==> config.mk <==
export PLATFORM = sky130hd
export DESIGN_NAME = scfifo_stream_reader
export DESIGN_NICKNAME = d
export VERILOG_FILES = /design/src/rtl/scfifo_stream_reader.sv
export SDC_FILE = /design/constraint.sdc
export NUM_CORES = 1
export LEC_CHECK = 0
export CORE_MARGIN = 4
export CORE_UTILIZATION = 31
export DETAILED_ROUTE_END_ITERATION = 8
export PLACE_DENSITY_LB_ADDON = 0.05
export SKIP_CTS_REPAIR_TIMING = 1
export SLEW_MARGIN = 20
export SYNTH_ARGS = -nofsm -noshare
export SYNTH_HDL_FRONTEND = slang
export SYNTH_SLANG_ARGS = --single-unit
==> constraint.sdc <==
create_clock -name clk -period 2.6 [get_ports clk]
set_input_delay 0.39 -clock clk [delete_from_list [all_inputs] [get_ports clk]]
set_output_delay 0.39 -clock clk [all_outputs]
set_load 0.1 [all_outputs]
==> src/rtl/scfifo_stream_reader.sv <==
// ---------------------------------------------------------------------------
// scfifo_stream_reader
//
// Read-side master for a single-clock FIFO whose read data is registered
// (data_out updates one cycle after rd_en && !empty). Pops the FIFO and
// presents the words on a valid/ready stream. Every PKT_LEN-th accepted beat
// is marked with m_last. Sustains one word per clock while the FIFO has data
// and the downstream is ready.
//
// Ports:
//   clk         rising-edge clock
//   reset       asynchronous active-low reset
//   en          permit issuing new FIFO reads (draining continues when low)
//   fifo_empty  FIFO empty flag
//   fifo_data   FIFO registered read data
//   fifo_rd_en  FIFO pop request (combinational)
//   m_valid     stream word valid
//   m_ready     downstream accept
//   m_data      stream word
//   m_last      last beat of packet
//   busy        a read is in flight or words are buffered
// ---------------------------------------------------------------------------
module scfifo_stream_reader #(
  parameter int DATA_WIDTH = 8,
  parameter int PKT_LEN    = 16
) (
  input  logic                  clk,
  input  logic                  reset,
  input  logic                  en,
  input  logic                  fifo_empty,
  input  logic [DATA_WIDTH-1:0] fifo_data,
  output logic                  fifo_rd_en,
  output logic                  m_valid,
  input  logic                  m_ready,
  output logic [DATA_WIDTH-1:0] m_data,
  output logic                  m_last,
  output logic                  busy
);

  localparam int              CNT_W     = (PKT_LEN > 1) ? $clog2(PKT_LEN) : 1;
  localparam logic [CNT_W-1:0] LAST_BEAT = CNT_W'(PKT_LEN - 1);

  logic                  inflight_q, inflight_d;
  logic [1:0]            occ_q, occ_d;
  logic [DATA_WIDTH-1:0] head_q, head_d;
  logic [DATA_WIDTH-1:0] tail_q, tail_d;
  logic [CNT_W-1:0]      beat_q, beat_d;

  logic                  pop;
  logic [2:0]            pending;

  // Stream outputs come straight from the buffer head and occupancy.
  always_comb begin
    m_valid = (occ_q != 2'd0);
    m_data  = head_q;
    m_last  = m_valid && (beat_q == LAST_BEAT);
    busy    = inflight_q || (occ_q != 2'd0);
    pop     = m_valid && m_ready;
  end

  // Words that will occupy the buffer after this cycle's pop, counting the
  // read already in flight. Issuing only while this is below 2 guarantees
  // room for every word the FIFO returns. pop implies occ >= 1, so the
  // subtraction never wraps.
  always_comb begin
    pending    = {1'b0, occ_q} + {2'b00, inflight_q} - {2'b00, pop};
    fifo_rd_en = reset && en && !fifo_empty && (pending < 3'd2);
  end

  always_comb begin
    inflight_d = fifo_rd_en;
    occ_d      = occ_q;
    head_d     = head_q;
    tail_d     = tail_q;
    beat_d     = beat_q;

    case ({inflight_q, pop})
      2'b11: begin
        // Pop and capture together: occupancy unchanged, order preserved.
        if (occ_q == 2'd2) begin
          head_d = tail_q;
          tail_d = fifo_data;
        end else begin
          head_d = fifo_data;
        end
      end
      2'b10: begin
        occ_d = occ_q + 2'd1;
        if (occ_q == 2'd0) begin
          head_d = fifo_data;
        end else begin
          tail_d = fifo_data;
        end
      end
      2'b01: begin
        occ_d  = occ_q - 2'd1;
        head_d = tail_q;
      end
      default: ;
    endcase

    if (pop) begin
      beat_d = (beat_q == LAST_BEAT) ? '0 : beat_q + CNT_W'(1);
    end
  end

  // State registers; reset discards any in-flight or buffered words.
  always_ff @(posedge clk or negedge reset) begin
    if (!reset) begin
      inflight_q <= 1'b0;
      occ_q      <= 2'd0;
      head_q     <= '0;
      tail_q     <= '0;
      beat_q     <= '0;
    end else begin
      inflight_q <= inflight_d;
      occ_q      <= occ_d;
      head_q     <= head_d;
      tail_q     <= tail_d;
      beat_q     <= beat_d;
    end
  end

endmodule

==> flow_metrics.py <==
metrics = {
    "run_status": {
        "status": "complete, no violations",
    },
    "global_routing": {
        "grt_pass1_wl_mm": 5.00,
        "grt_pass1_vias": 947,
        "grt_overflow_total": 0,
        "antenna_found_initial": 0,
        "grt_max_degree": 24,
        "grt_use_total": 0.127,
    },
    "place": {
        "io_buffer_count": 24,
        "dpl_cell_area_um2": 1590,
        "gp_congestion": 0.670,
        "post-dp-hpwl_mm": 1.97,
    },
    "logic_synthesis": {
        "synth_top_area_share": 0.444,
        "synth_warnings": 0,
        "async_flop_share": 1.00,
        "synth_edf_count": 0,
        "yosys-top-cells-count": "dfrtp_1 (23), inv_1 (9), mux2i_1 (9)",
        "syn_inst": 107,
        "synth.ff_latch_count": 23,
        "synth_area_leaders": "dfrtp_1 (44%), mux2_4 (9.3%), mux2i_1 (6.9%), o221a_2 (6.9%), a32oi_1 (5.4%)",
        "ys_seq_area_frac": 0.444,
        "synthDistinctLibCells": 33,
        "synth_fp_nets": 122,
        "syn_area_per_cell_um2": 12.1,
        "yosysTopAreaCell": "dfrtp_1",
        "synth-main-ff-cell": "dfrtp_1",
        "syn_area_um2": 1300,
        "synth.most_common_cell": "dfrtp_1",
    },
    "clock_network": {
        "clkTransAtPathRegs_ns": 0.08,
        "htree_levels": 1,
        "cts_buffers": 3,
        "cts_tree": "built",
        "root_buffer": "clkbuf_8",
        "clk_path_buf_depth": 2,
        "clkSinkCount": 23,
        "clock_latency_ns": 0.26,
    },
    "floorplanning": {
        "dieWidth_um": 72.7,
        "initial_core_util": 0.322,
        "core-area_um2": 4030,
        "die-area_um2": 5280,
        "ios": 25,
        "rows": 23,
        "die_h_um": 72.7,
    },
    "route": {
        "viasPerCell": 5.05,
        "num_vias": 934,
        "post_drt_wl_per_cell_um": 16.2,
        "dr.pass1.iters": 4,
        "drt_iter0_markers": 42,
        "route.final.wire_length_mm": 3.01,
        "drc": 0,
        "ant_nets": 0,
    },
    "cells_and_area": {
        "fillCellCount": 408,
        "syn_to_final_growth_pct": 26.2,
        "diodes": 0,
        "drive_gt1_frac": 0.341,
        "fin_nets": 151,
        "stdcell_area_um2": 1640,
    },
    "pwr": {
        "p_total_mw": 1.58,
        "p_leak_nw": 0.740,
        "power_density_nw_per_um2": 962,
        "ir_drop_mv": 0.496,
    },
    "hold_path": {
        "hp-class": "reg -> reg",
        "min_from": "beat_q[3]",
    },
    "sta": {
        "slew_violations": 0,
        "period_share": 0.928,
        "setup_tns_ns": 0,
        "fin_worst_skew_ns": 0.00274,
        "setup_viol": 0,
        "worst_slew_pin_slew_ns": 0.397,
        "finalHoldViolations": 0,
        "max_freq_mhz": 415,
        "slew_headroom": 0.735,
        "fin_crit_ns": 2.41,
        "rsz0062_at_grt": "no",
    },
    "critical_path": {
        "reg2reg_slack_ns": 0.95,
        "timing.rr.start": "occ_q[0]",
        "setup.worst_path.end_class": "output pin",
        "arrival_ns": 2.02,
        "critPathKind": "reg -> out",
        "critPathMaxFanout": 3,
        "startpoint_type": "flop",
        "critPathLaunch": "occ_q[0]",
        "critPathRequiredTime_ns": 2.21,
    },
    "flow_run": {
        "timing.max_cap.violations": 0,
    },
}
## state kept, by name, summed over array words and instances, names as in the netlist
name	count
m_data	8
inflight_q	1
occ_q	2
beat_q	4
tail_q	8
## metrics by stage
step,utilization,setup WS [ns],hold WS (ns),cells
after floorplan,-,0.0127,0.0944,107
after global placement,0.394,0.0666,0.470,181
after detailed placement,0.394,0.0422,0.471,181
after CTS,0.405,0.0270,0.484,185
after global routing,0.407,0.0677,0.524,185
final,0.407,0.188,0.476,185
## cell type report
class                           instances  area (um2)  share of cell area
Multi-Input combinational cell         67         639               0.390
Tap cell                               50        62.6              0.0382
Inverter                               10        37.5              0.0229
Sequential cell                        23         576               0.351
Timing Repair Buffer                   31         278               0.170
Clock buffer                            4        45.0              0.0275
## logic make-up after synthesis
kind of cell,after synthesis,synth area share
AO/OA/AOI/OAI,25,0.173
flip-flops,23,0.444
AND/OR/NAND/NOR,19,0.0964
multiplexers,18,0.171
buffers and inverters,17,0.0714
XOR/XNOR,3,0.0203
adder cells (fa/ha/maj),2,0.0251
## cells in the final DEF, fill, tap and decap left out, types with 2 or more instances in the layout
| cell | Yosys | layout |
|---|---|---|
| a21oi_1 | 3 | 3 |
| a32oi_1 | 8 | 8 |
| buf_4 | 1 | 18 |
| clkbuf_8 | 0 | 3 |
| clkdlybuf4s50_1 | 0 | 11 |
| dfrtp_1 | 23 | 23 |
| inv_1 | 9 | 9 |
| mux2_4 | 8 | 8 |
| mux2i_1 | 9 | 9 |
| nand2_1 | 3 | 3 |
| nand2b_1 | 2 | 2 |
| nand3_1 | 3 | 3 |
| nor2_1 | 3 | 2 |
| o21ai_0 | 3 | 3 |
| o221a_2 | 8 | 8 |
| xnor2_1 | 2 | 2 |
## critical path: stages (launching register included)
cell      delay (ns)
dfrtp_1         0.40
nor2b_2         0.14
mux2i_1         0.10
nand2b_1        0.16
fa_1            0.48
nand4b_1        0.15
nor2_4          0.15
buf_12          0.18
## path summary, 6_finish.rpt
check,end,depth (start not counted)
min in group asynchronous,beat_q[2],2
worst min register to register,beat_q[3],1
worst max-delay path,fifo_rd_en,7
worst max register to register,inflight_q,6
max in group asynchronous,occ_q[1],2
worst min-delay path,beat_q[3],1
## metal layers
metal / global-route usage / wire length, um / vias up
li1: - / - / 453
met1: 0.173 / 1370 / 449
met2: 0.199 / 1400 / 28
met3: 0.0179 / 191 / 4
met4: 0.0553 / 44 / 0
met5: 0 / 0 / -
## report_power, final
part           total (mW)  switching, mW  internal, mW
combinational       0.782          0.518         0.263
clock               0.227          0.117         0.109
sequential          0.568         0.0881         0.480
(Power assumes the default switching activity.)
